===== src/rtl/apb_completer.sv =====
// APB completer with a small register file, optional wait states and
// per-signal parity protection (CHK = NOT of the XOR of the covered bits).
// Register 0 is a read-only ID; every other register is byte-writable.
module apb_completer #(
  parameter int                    ADDR_WIDTH  = 16,
  parameter int                    DATA_WIDTH  = 32,
  parameter int                    NUM_REGS    = 16,
  parameter int                    WAIT_STATES = 0,
  parameter logic [DATA_WIDTH-1:0] ID_VALUE    = 32'hA9B0_0001
) (
  input  logic                             PCLK,
  input  logic                             PRESETn,
  input  logic [ADDR_WIDTH-1:0]            PADDR,
  input  logic [2:0]                       PPROT,
  input  logic                             PSEL,
  input  logic                             PENABLE,
  input  logic                             PWRITE,
  input  logic [DATA_WIDTH-1:0]            PWDATA,
  input  logic [DATA_WIDTH/8-1:0]          PSTRB,
  input  logic                             PWAKEUP,
  output logic                             PREADY,
  output logic [DATA_WIDTH-1:0]            PRDATA,
  output logic                             PSLVERR,
  input  logic [(ADDR_WIDTH+7)/8-1:0]      PADDRCHK,
  input  logic                             PCTRLCHK,
  input  logic                             PSELCHK,
  input  logic                             PENABLECHK,
  input  logic                             PWAKEUPCHK,
  input  logic [DATA_WIDTH/8-1:0]          PWDATACHK,
  input  logic                             PSTRBCHK,
  output logic                             PREADYCHK,
  output logic                             PSLVERRCHK,
  output logic [DATA_WIDTH/8-1:0]          PRDATACHK,
  output logic [7:0]                       err_count
);

  localparam int P  = DATA_WIDTH / 8;
  localparam int A  = (ADDR_WIDTH + 7) / 8;
  localparam int LP = $clog2(P);
  localparam int CW = (WAIT_STATES > 0) ? $clog2(WAIT_STATES + 1) : 1;

  typedef enum logic {IDLE, ACCESS} state_t;

  state_t                  state_q, state_d;
  logic [CW-1:0]           cnt_q, cnt_d;
  logic [ADDR_WIDTH-1:0]   addr_q, addr_d;
  logic                    write_q, write_d;
  logic                    perr_q, perr_d;
  logic [7:0]              err_count_q, err_count_d;
  logic [DATA_WIDTH-1:0]   regs_q [NUM_REGS];
  logic [DATA_WIDTH-1:0]   regs_d [NUM_REGS];

  logic [A*8-1:0]          paddr_pad;
  logic                    in_par_err;
  logic [ADDR_WIDTH-1:0]   idx;
  logic                    addr_err;
  logic                    xfer_err;
  logic [DATA_WIDTH-1:0]   rd_val;

  assign paddr_pad = (A*8)'(PADDR);

  // Any input parity mismatch on the bus in the current cycle
  always_comb begin
    in_par_err = 1'b0;
    for (int i = 0; i < A; i++) begin
      if (PADDRCHK[i] != ~^paddr_pad[8*i +: 8]) in_par_err = 1'b1;
    end
    for (int i = 0; i < P; i++) begin
      if (PWDATACHK[i] != ~^PWDATA[8*i +: 8]) in_par_err = 1'b1;
    end
    if (PCTRLCHK   != ~^{PPROT, PWRITE}) in_par_err = 1'b1;
    if (PSELCHK    != ~PSEL)             in_par_err = 1'b1;
    if (PENABLECHK != ~PENABLE)          in_par_err = 1'b1;
    if (PWAKEUPCHK != ~PWAKEUP)          in_par_err = 1'b1;
    if (PSTRBCHK   != ~^PSTRB)           in_par_err = 1'b1;
  end

  // Decode the captured address: alignment, range, ID write, and read mux
  always_comb begin
    idx      = addr_q >> LP;
    addr_err = ((addr_q & ADDR_WIDTH'(P - 1)) != '0) ||
               (idx >= ADDR_WIDTH'(NUM_REGS)) ||
               (write_q && (idx == '0));
    rd_val   = ID_VALUE;
    for (int i = 1; i < NUM_REGS; i++) begin
      if (idx == ADDR_WIDTH'(i)) rd_val = regs_q[i];
    end
  end

  // Error seen so far plus anything wrong on the bus this cycle
  assign xfer_err = addr_err || perr_q || in_par_err;

  // Next-state logic: setup capture, wait countdown, abort and completion
  always_comb begin
    state_d     = state_q;
    cnt_d       = cnt_q;
    addr_d      = addr_q;
    write_d     = write_q;
    perr_d      = perr_q;
    err_count_d = err_count_q;
    regs_d      = regs_q;
    case (state_q)
      IDLE: begin
        if (PSEL && !PENABLE) begin
          state_d = ACCESS;
          cnt_d   = CW'(WAIT_STATES);
          addr_d  = PADDR;
          write_d = PWRITE;
          perr_d  = in_par_err;
        end
      end
      ACCESS: begin
        if (!PSEL) begin
          state_d = IDLE;
          cnt_d   = '0;
        end else begin
          perr_d = perr_q || in_par_err;
          if (cnt_q != '0) begin
            cnt_d = cnt_q - CW'(1);
          end else if (PENABLE) begin
            state_d = IDLE;
            if (xfer_err) begin
              if (err_count_q != 8'hFF) err_count_d = err_count_q + 8'd1;
            end else if (write_q) begin
              for (int i = 1; i < NUM_REGS; i++) begin
                if (idx == ADDR_WIDTH'(i)) begin
                  for (int b = 0; b < P; b++) begin
                    if (PSTRB[b]) regs_d[i][8*b +: 8] = PWDATA[8*b +: 8];
                  end
                end
              end
            end
          end
        end
      end
      default: state_d = IDLE;
    endcase
  end

  // State and storage registers, cleared asynchronously by reset
  always_ff @(posedge PCLK or negedge PRESETn) begin
    if (!PRESETn) begin
      state_q     <= IDLE;
      cnt_q       <= '0;
      addr_q      <= '0;
      write_q     <= 1'b0;
      perr_q      <= 1'b0;
      err_count_q <= '0;
      for (int i = 0; i < NUM_REGS; i++) regs_q[i] <= '0;
    end else begin
      state_q     <= state_d;
      cnt_q       <= cnt_d;
      addr_q      <= addr_d;
      write_q     <= write_d;
      perr_q      <= perr_d;
      err_count_q <= err_count_d;
      regs_q      <= regs_d;
    end
  end

  // Response outputs and their parity
  always_comb begin
    PREADY    = (state_q == ACCESS) && (cnt_q == '0);
    PSLVERR   = PREADY && xfer_err;
    PRDATA    = (PREADY && !xfer_err && !write_q) ? rd_val : '0;
    PREADYCHK  = ~PREADY;
    PSLVERRCHK = ~PSLVERR;
    for (int i = 0; i < P; i++) PRDATACHK[i] = ~^PRDATA[8*i +: 8];
  end

  assign err_count = err_count_q;

endmodule


===== config.mk =====
export PLATFORM = sky130hd
export DESIGN_NAME = apb_completer
export DESIGN_NICKNAME = d
export VERILOG_FILES = /design/src/rtl/apb_completer.sv
export SDC_FILE = /design/constraint.sdc
export NUM_CORES = 1
export LEC_CHECK = 0
export CORE_ASPECT_RATIO = 1.4
export CORE_UTILIZATION = 50
export DETAILED_ROUTE_END_ITERATION = 10
export PLACE_DENSITY_LB_ADDON = 0.3
export RECOVER_POWER = 100
export SYNTH_ARGS = -nofsm -noshare
export SYNTH_HDL_FRONTEND = slang
export SYNTH_SLANG_ARGS = --single-unit

===== constraint.sdc =====
create_clock -name PCLK -period 4.5 [get_ports PCLK]
set_input_delay 0.675 -clock PCLK [delete_from_list [all_inputs] [get_ports PCLK]]
set_output_delay 0.675 -clock PCLK [all_outputs]
set_load 0.01 [all_outputs]

After elaboration in Yosys (flattened, before gate mapping)
Index checks and enable logic that the tools add are counted.
{"block": "totals", "ff_bits": 508, "latch_bits": 0, "ramBits": 0, "romBits": 0, "in_bits": 72, "out_inout_bits": 48, "elab_cells": 236, "n_memories": 0}
{"block": "classes", "addsub": 2, "mul": 0, "div": 0, "order_cmp": 1, "n_eq_ne": 29, "n_shift": 0, "n_mux": 39, "n_bitwise": 8, "n_reduce_logical": 91}
{"operator": "2-to-1 mux 32 bit", "n": 16}
{"operator": "AND reduction 8 bit", "n": 60}
{"operator": "equality test 14 x 4 -> 1 bit, second input constant", "n": 8}
{"operator": "XNOR reduction 8 bit", "n": 10}
{"operator": "equality test 14 x 3 -> 1 bit, second input constant", "n": 4}
{"operator": "equality test 14 x 2 -> 1 bit, second input constant", "n": 2}
{"operator": "2-to-1 mux 1 bit", "n": 20}
{"operator": "zero test 16 bit", "n": 1}
{"operator": "nonzero test 16 bit", "n": 1}
{"operator": "equality test 14 x 1 -> 1 bit, second input constant", "n": 1}
{"operator": ">= comparator 14 x 5 -> 1 bit, second input constant", "n": 1}
{"operator": "inequality test 1 bit", "n": 11}
{"operator": "adder 8 x 1 -> 8 bit, second input constant", "n": 1}
{"operator": "inequality test 8 bit, second input constant", "n": 1}
{"operator": "NOT 1 bit", "n": 8}
{"operator": "XNOR reduction 4 bit", "n": 2}
{"operator": "logical AND 1 bit", "n": 6}
{"operator": "one-hot mux 1 bit (2 select lines)", "n": 3}
{"operator": "AND reduction 6 bit", "n": 1}
{"operator": "logical OR 1 bit", "n": 5}
{"operator": "inequality test 2 bit, second input constant", "n": 2}
{"operator": "AND reduction 2 bit", "n": 2}
{"operator": "zero test 1 bit", "n": 3}
{"operator": "subtractor 1 bit, second input constant", "n": 1}

Logic depth before layout (Yosys ltp)
Gate-level depths: netlist (run 1).
{"block": "depth", "ltp_word": 19, "ltp_mapped": 16, "depth_no_buf": 10}

Worst setup path before layout (run 1)
Ideal clock, no wire load.
{"block": "synth_path", "kind": "register to output", "from": "reg addr_q[6]", "to": "out PRDATACHK[3]", "t_arrival_ns": 3.317, "required_time_ns": 3.825, "path_slack_ns": 0.508, "stages_incl_launch_ff": 13, "n_path_buf": 5, "path_cell_list": "dfrtp_1 or4_1 buf_6 buf_2 nor3_2 buf_4 buf_4 o311ai_1 or2_1 or3_1 buf_2 a211oi_2 xnor3_1"}
{"block": "synth_via", "elab_chain_len": 18, "elab_cells_between_ends": 42, "cone_classes": "order compare: 1; eq/ne: 15; mux: 16; reduce/logical: 10"}
{"item": "start, declared", "line": "46", "rtl": "logic [ADDR_WIDTH-1:0] addr_q, addr_d;"}
{"item": "start signal, assigned", "line": "153", "rtl": "addr_q <= addr_d;"}
{"item": "equality test 14 x 1 -> 1 bit", "line": "86", "rtl": "if (idx == ADDR_WIDTH'(i)) rd_val = regs_q[i];"}
{"item": "2-to-1 mux 32 bit (15 in series)", "line": "86"}
{"item": "2-to-1 mux 32 bit (*)", "line": "165", "rtl": "PRDATA = (PREADY && !xfer_err && !write_q) ? rd_val : '0;"}
{"item": "via PRDATA[25]", "line": "22", "rtl": "output logic [DATA_WIDTH-1:0] PRDATA,"}
{"item": "XNOR reduction 8 bit (*)", "line": "168", "rtl": "for (int i = 0; i < P; i++) PRDATACHK[i] = ~^PRDATA[8*i +: 8];"}
{"item": "end, declared", "line": "33", "rtl": "output logic [DATA_WIDTH/8-1:0] PRDATACHK,"}
Mark *: on every way through the listed nets, which the timed path passes. The rest lies on a longest branch.

Worst setup path in the final report (run 1)
{"block": "layout_path", "from": "reg addr_q[4]", "to": "out PRDATACHK[3]"}
{"block": "layout_via", "elab_chain_len": 18, "elab_cells_between_ends": 42, "cone_classes": "order compare: 1; eq/ne: 15; mux: 16; reduce/logical: 10"}
{"item": "equality test 14 x 1 -> 1 bit", "line": "86"}
{"item": "2-to-1 mux 32 bit (15 in series)", "line": "86"}
{"item": "2-to-1 mux 32 bit (*)", "line": "165"}
{"item": "XNOR reduction 8 bit (*)", "line": "168"}
Every way passes the cells marked *; elsewhere a longest branch is shown, timed or not.

==> metrics.txt, run 1 <==
worst skew pair latency=0.63 ns; DIE AREA=0.0506 sq mm; chip height=266 microns; worst slew pin tran=2.89 ns; largest net degree at the start of global routing=108; Reg power frac=42.6%; Initial Util=50.7%; failing checks=max-capacitance violations, max-slew violations, negative setup slack; first-pass GRT wire length=149 mm; row cnt=96; Synth area leader=dfrtp_1; final setup violation count=11; Critical Path RT=between 3 and 4 ns; gp weighted congestion=around 1; Root Driver=clkbuf_16; CTS tree=built; vias in the first global route=22326; fin nets=between 2000 and 3000; multi-input logic area=0.0125 sq mm; post-synthesis sequential area ratio=between 50% and 60%; Avg Synthesized Cell Area=12.1 sq um; Achievable Freq=205 MHz; port bufs=119; number of synthesized flops with an enable pin=0; initial antenna violation count=2; final instance area=between 0.03 and 0.04 sq mm; synth cell count leaders=dfrtp_1 (507), mux2_2 (499), nand2_1 (124); Worst Path Arrival=4.19 ns; clock share of power=a little over two fifths; Area after DPL=0.0309 sq mm; top-count cell post-synth=dfrtp_1; Sequential cell area=roughly 0.013 sq mm; HPWL Detailed=70.7 mm; die width=190 microns; Static Leak=0.0171 uW; Worst Slack Setup Final=-0.368 ns; Final Cycle Share=108%; switching part of the total=26.5%; dpl ws=-1.20 ns; Hold Fails Final Rpt=0; Slew Viols, Final=174; WHS=0.409 ns; Mapped Area=0.0248 sq mm; crit end category=primary output; cts bufs inserted=50; Synth area leaders=dfrtp_1 (51%), mux2_2 (23%), nand2_1 (1.9%); Vias=between 20000 and 25000; RSZ-0062 raised after global routing=true; Routed wire per std cell=30.3 microns; Startpoint Class=flip-flop; flip-flop and latch count after synthesis=approximately 510; IO Pins=120; max cap viols=3; layout cells sized above 1=49.8%; NetSw=2890 uW; outcome=finished with violations; Post-Syn Nets=between 2000 and 2500; Num Clock Sinks=507; DRT Pass-1 Iters=6; class of the worst hold path=input pin to flip-flop; Syn Inst Count=2056; Synth top area share=51.1%; # fillers=3473; Core Util, Final=a little over two thirds; clock buffer depth=3; clock-pin slew on the worst setup and hold paths=0.06 ns; area growth from synthesis to layout=39.5%; Layout Skew=0.0150 ns; internal power=8030 uW; pwr dens=approximately 320 mW/mm^2; crit path max fanout=12; Via-to-Cell Ratio=roughly 6.5; final wirelength=approximately 100 mm; VDD IR max=0.000318 V; fin crit period=just under 5 ns; dominant synthesized flop cell=dfrtp_1; H-tree Lvls=2; Core Region=slightly below 0.05 sq mm; Yosys warning total=0; Final ANT Viol Nets=0; combinational share of power=15.1%; Overflow after GRT=0; critical path type=flip-flop to primary output; Slew Limit Headroom=-92.7%; count of cell types in the netlist=89; # DRC=0; GRT Total Usage=41.0%; post-synthesis async set-or-reset flop share=100%; drt first-iter violations=2176
-- logic make-up (layout without fill, tap and decap cells) --
family | after synthesis | after routing | synth area share [%]
other cells | 0 | 1 | 0
buf+inv | 138 | 801 | 2.37
mux | 511 | 511 | 23.1
fa+ha+maj | 1 | 1 | 0.0504
flops | 507 | 507 | 51.1
compound gates | 380 | 380 | 10.7
simple gates | 441 | 441 | 9.24
xor+xnor | 78 | 78 | 3.42
-- per-layer routing --
| metal | global-route usage, % | vias to the layer above | share of wire (%) |
|---|---|---|---|
| met4 | 30.6 | 4 | 8.8 |
| li1 | - | 8940 | - |
| met3 | 8.04 | 395 | 8.0 |
| met2 | 63.6 | 1227 | 46 |
| met5 | 0 | - | 0.017 |
| met1 | 50.5 | 11129 | 37 |
-- cell usage in the layout, fill, tap and decap left out, types with 10 or more instances in the layout --
cell | netlist | routed
xnor3_1 | 12 | 11
dlymetal6s2s_1 | 0 | 14
clkbuf_16 | 0 | 53
nor2_1 | 98 | 90
buf_12 | 0 | 88
buf_2 | 20 | 18
dlygate4sd2_1 | 0 | 11
clkbuf_1 | 93 | 10
nand2_1 | 124 | 120
clkbuf_2 | 0 | 14
xnor2_2 | 0 | 13
o21ai_0 | 65 | 56
a21oi_1 | 66 | 59
clkdlybuf4s50_1 | 0 | 44
a22o_1 | 13 | 13
a31oi_1 | 12 | 10
o22ai_1 | 34 | 30
xor2_1 | 21 | 16
a222oi_1 | 11 | 11
buf_6 | 4 | 48
mux2_2 | 499 | 498
dlygate4sd3_1 | 0 | 11
a22oi_1 | 42 | 38
xnor2_1 | 45 | 31
nor2b_1 | 24 | 20
nand3_1 | 31 | 29
nand4_1 | 24 | 24
nor4_4 | 1 | 15
buf_4 | 4 | 434
a221oi_1 | 17 | 12
dfrtp_1 | 507 | 504
o221ai_1 | 16 | 11
nor4_1 | 21 | 11
clkbuf_8 | 0 | 13
mux2i_1 | 12 | 12
nor3_1 | 42 | 32
clkinv_2 | 0 | 12
-- final timing paths --
check | cells after the start | slack [ns] | end | start
max in group asynchronous | 2 | 0.59 | regs_q[65] | PRESETn
min in group asynchronous | 1 | 0.93 | regs_q[133] | PRESETn
hold reg to reg | 1 | 0.48 | err_count[6] | err_count[6]
setup reg to reg | 10 | 0.70 | regs_q[11] | addr_q[6]
hold / removal | 2 | 0.41 | addr_q[7] | PADDR[7]
setup / recovery | 14 | -0.37 | PRDATACHK[3] | addr_q[4]
-- worst max-delay path: stages, from the launching register on --
cell	delay (ns)
dfrtp_2	0.45
buf_4	0.21
nor4bb_1	0.15
buf_4	0.17
nand4_1	0.25
buf_4	0.30
o22ai_1	0.11
or3_1	0.35
a31oi_1	0.19
buf_4	0.15
xnor3_1	0.40
xnor3_1	0.36
nor2_2	0.11
xnor3_1	0.21
buf_2	0.15
-- sequential cells by signal, indices dropped and copies added (netlist names) --
register,cells
perr_q,1
regs_q,480
err_count,8
addr_q,16
write_q,1
state_q,1
-- power groups by stage --
stage	Combinational, uW	Sequential [uW]	Clock [uW]
after CTS	1580	4650	4630
after global routing	1690	4660	4830
after detailed placement	1430	4740	0
after global placement	1410	4730	0
final	1650	4660	4620
after floorplan	525	4740	0
-- stage by stage --
step / TNS [ns] / std cells / power, uW
final: -2.09 / 3357 / 10900
after global routing: -6.40 / 3356 / 11200
after CTS: -1.24 / 3344 / 10900
after detailed placement: -32.20 / 3156 / 6170
after global placement: -32.38 / 3156 / 6150
after floorplan: 0 / 2056 / 5260
-- area by class of cell --
class | instances | area share [%]
clock buffers | 72 | 4.41
diodes | 1 | 0.00723
multi-input cells | 1411 | 36.2
clock inverters | 20 | 0.802
repair buffers | 700 | 19.6
flip-flops and latches | 507 | 36.6
well taps | 637 | 2.30
inverters | 9 | 0.0975
-- timing repair --
item,in CTS,in global routing
endpoints found under the hold margin,0,0
endpoints found under the setup margin,38,37
setup buffers,99,17
hold buffers,0,0
resized for setup,287,120
pin swaps,68,54
cloned,3,0
Note: power is estimated with default switching activity, not from simulation.
==> inputs of run 2 (changes only) <==
--- a/constraint.sdc
+++ b/constraint.sdc
@@ -3,2 +3,2 @@
 set_output_delay 0.675 -clock PCLK [all_outputs]
-set_load 0.01 [all_outputs]
+set_load 0.02 [all_outputs]
==> metrics.txt, run 2 (synthesized netlist as in run 1, its figures left out) <==
outcome=finished with violations; failing checks=max-capacitance violations, max-slew violations, negative setup slack; DRT Pass-1 Iters=6 (unchanged); final wirelength=99.3 mm (-2.5%); Post-CTS Hold Fix Bufs=0 (unchanged); worst skew pair latency=0.61 ns (-0.02 ns); CTS tree=built; pwr dens=315 mW/mm^2 (-0.15%); max reg flops=480 (unchanged); Final Cycle Share=110% (+1.8 points); CP startpoint=addr_q[2]; Startpoint Class=flip-flop; clock-pin slew on the worst setup and hold paths=0.06 ns (about the same); drt first-iter violations=2152 (-1.1%); most frequent cells in the layout=dfrtp_1 (505), mux2_2 (498), buf_4 (460); IO Pins=120 (unchanged); critical path's slowest cell=dfrtp_2; Reg2Reg Capture Point=regs_q[279]; multi-input logic area=0.0125 sq mm (-0.53%); Static Leak=0.0168 uW (-1.6%); Slew Viols, Final=270 (+55%); internal reg-to-reg setup slack=0.68 ns (-0.02 ns); commonest non-fill, non-tap cell in the layout=dfrtp_1; Critical Path RT=3.83 ns (about the same); Initial Util=50.7% (unchanged); Root Driver=clkbuf_16; DIE AREA=0.0506 sq mm (unchanged); diode count=0 (-1); crit-path max cell delay=0.47 ns (+0.02 ns); chip height=266 microns (unchanged); worst path bufs/invs=5 (unchanged); Overflow after GRT=0 (unchanged); die width=190 microns (unchanged); # DRC=0 (unchanged); Worst Slack Setup Final=-0.451 ns (-0.0832 ns); critical path type=flip-flop to primary output; H-tree Lvls=2 (unchanged); largest net degree at the start of global routing=108 (unchanged); combinational share of power=14.9% (-0.2 points); Worst Path Arrival=4.28 ns (+0.09 ns); first-pass GRT wire length=144 mm (-3.2%); Core Util, Final=69.9% (-0.82 points); Slew Limit Headroom=-94.1% (-1.4 points); Most flops, register=regs_q; row cnt=96 (unchanged); Via-to-Cell Ratio=6.42 (-0.61%); Worst R2R Path Depth=15 (+5); switching part of the total=27.0% (+0.47 points); Worst Setup EP=PRDATACHK[0]; Crit path max-delay family=buffers and inverters; final setup violation count=10 (-1); Crit path depth=14 (unchanged); vias in the first global route=21916 (-1.8%); # fillers=3521 (+1.4%); Crit path top cell by count=buf_4; Reg-to-Reg Start=addr_q[9]; fin crit period=4.95 ns (+0.0832 ns); Num Clock Sinks=507 (unchanged); HPWL Detailed=71.0 mm (+0.37%); Cell Chain, Critical Path=buf_4, nor4bb_2, buf_4, and4_2, buf_4, a221oi_1, o21ai_0, nor4_2, a211oi_1, buf_4, nand3_1, a21oi_2, xnor3_1, buf_6; crit end category=primary output; Sequential cell area=0.0127 sq mm (about the same); gp weighted congestion=0.999 (about the same); RSZ-0062 raised after global routing=true; Hold Fails Final Rpt=0 (unchanged); crit path max fanout=6 (-6); max cap viols=4 (+1); area growth from synthesis to layout=37.9%; port bufs=119 (unchanged); internal power=7870 uW (-1.9%); clock share of power=41.9% (-0.4 points); Routed wire per std cell=29.7 microns (-2.1%); GRT Total Usage=39.4% (-1.6 points); Achievable Freq=202 MHz (-1.7%); class of the worst hold path=input pin to flip-flop; layout cells sized above 1=49.2% (-0.59 points); clock buffer depth=3 (unchanged); VDD IR max=0.000316 V (-0.46%); NetSw=2910 uW (+0.46%); cts bufs inserted=51 (+2.0%); Final ANT Viol Nets=0 (unchanged); worst slew pin tran=2.91 ns (+0.0210 ns); Vias=21480 (-0.99%); Post-Route Setup TNS=-1.79 ns (+0.308 ns); Layout Skew=0.0234 ns (+0.00837 ns); Reg power frac=43.2% (+0.6 points); initial antenna violation count=2 (unchanged); Core Region=0.0490 sq mm (unchanged); fin nets=2738 (-0.51%)
[run 2: worst min path at each step]
stage	startpoint	endpoint	slack, ns	cells past startpoint
6_report	PADDR[7]	addr_q[7]	0.40	2
5_1_grt	PADDR[7]	addr_q[7]	0.40	2
4_1_cts	PRESETn	regs_q[131]	0.18	1
3_5_place_dp	err_count[6]	err_count[6]	0.48	1
3_3_place_gp	regs_q[447]	regs_q[447]	0.48	1
2_1_floorplan	PRESETn	addr_q[0]	0.38	0
[run 2: metrics by stage]
step / instances / worst slack [ns] / power, uW / hold slack [ns] / area [sq um]
after detailed placement: 3171 / -1.36 / 6160 / 0.479 / 30900
after global routing: 3344 / -0.485 / 11000 / 0.398 / 34200
after global placement: 3171 / -1.31 / 6140 / 0.480 / 30900
after floorplan: 2056 / 0.226 / 5270 / 0.379 / 24800
final: 3344 / -0.451 / 10800 / 0.403 / 34200
after CTS: 3326 / -0.316 / 10700 / 0.184 / 33600
[run 2: metal layers]
layer	GRT usage [%]	wire (microns)
met2	61.7	46200
met5	0	29
met3	7.75	8320
met1	48.7	36700
met4	27.7	8020
[run 2: power groups by stage]
stage / combinational, uW / sequential (uW) / clock, uW
after global placement: 1400 / 4730 / 0
after floorplan: 526 / 4750 / 0
after global routing: 1650 / 4660 / 4730
after detailed placement: 1420 / 4740 / 0
after CTS: 1510 / 4660 / 4530
final: 1600 / 4660 / 4520
[run 2: what timing repair did]
action,4_1_cts,5_1_grt
pin swaps,50,45
endpoints found under the setup margin,38,37
gates resized for setup,212,198
endpoints found under the hold margin,0,0
cloned,1,1
buffers inserted,61,18
[run 2: final cells by class]
cell class	count	area share, %
timing repair buffer	685	19.0
clock buffer	73	4.42
multi-input combinational	1411	36.4
inverter	9	0.0987
clock inverter	22	0.731
sequential	507	37.1
tap	637	2.33
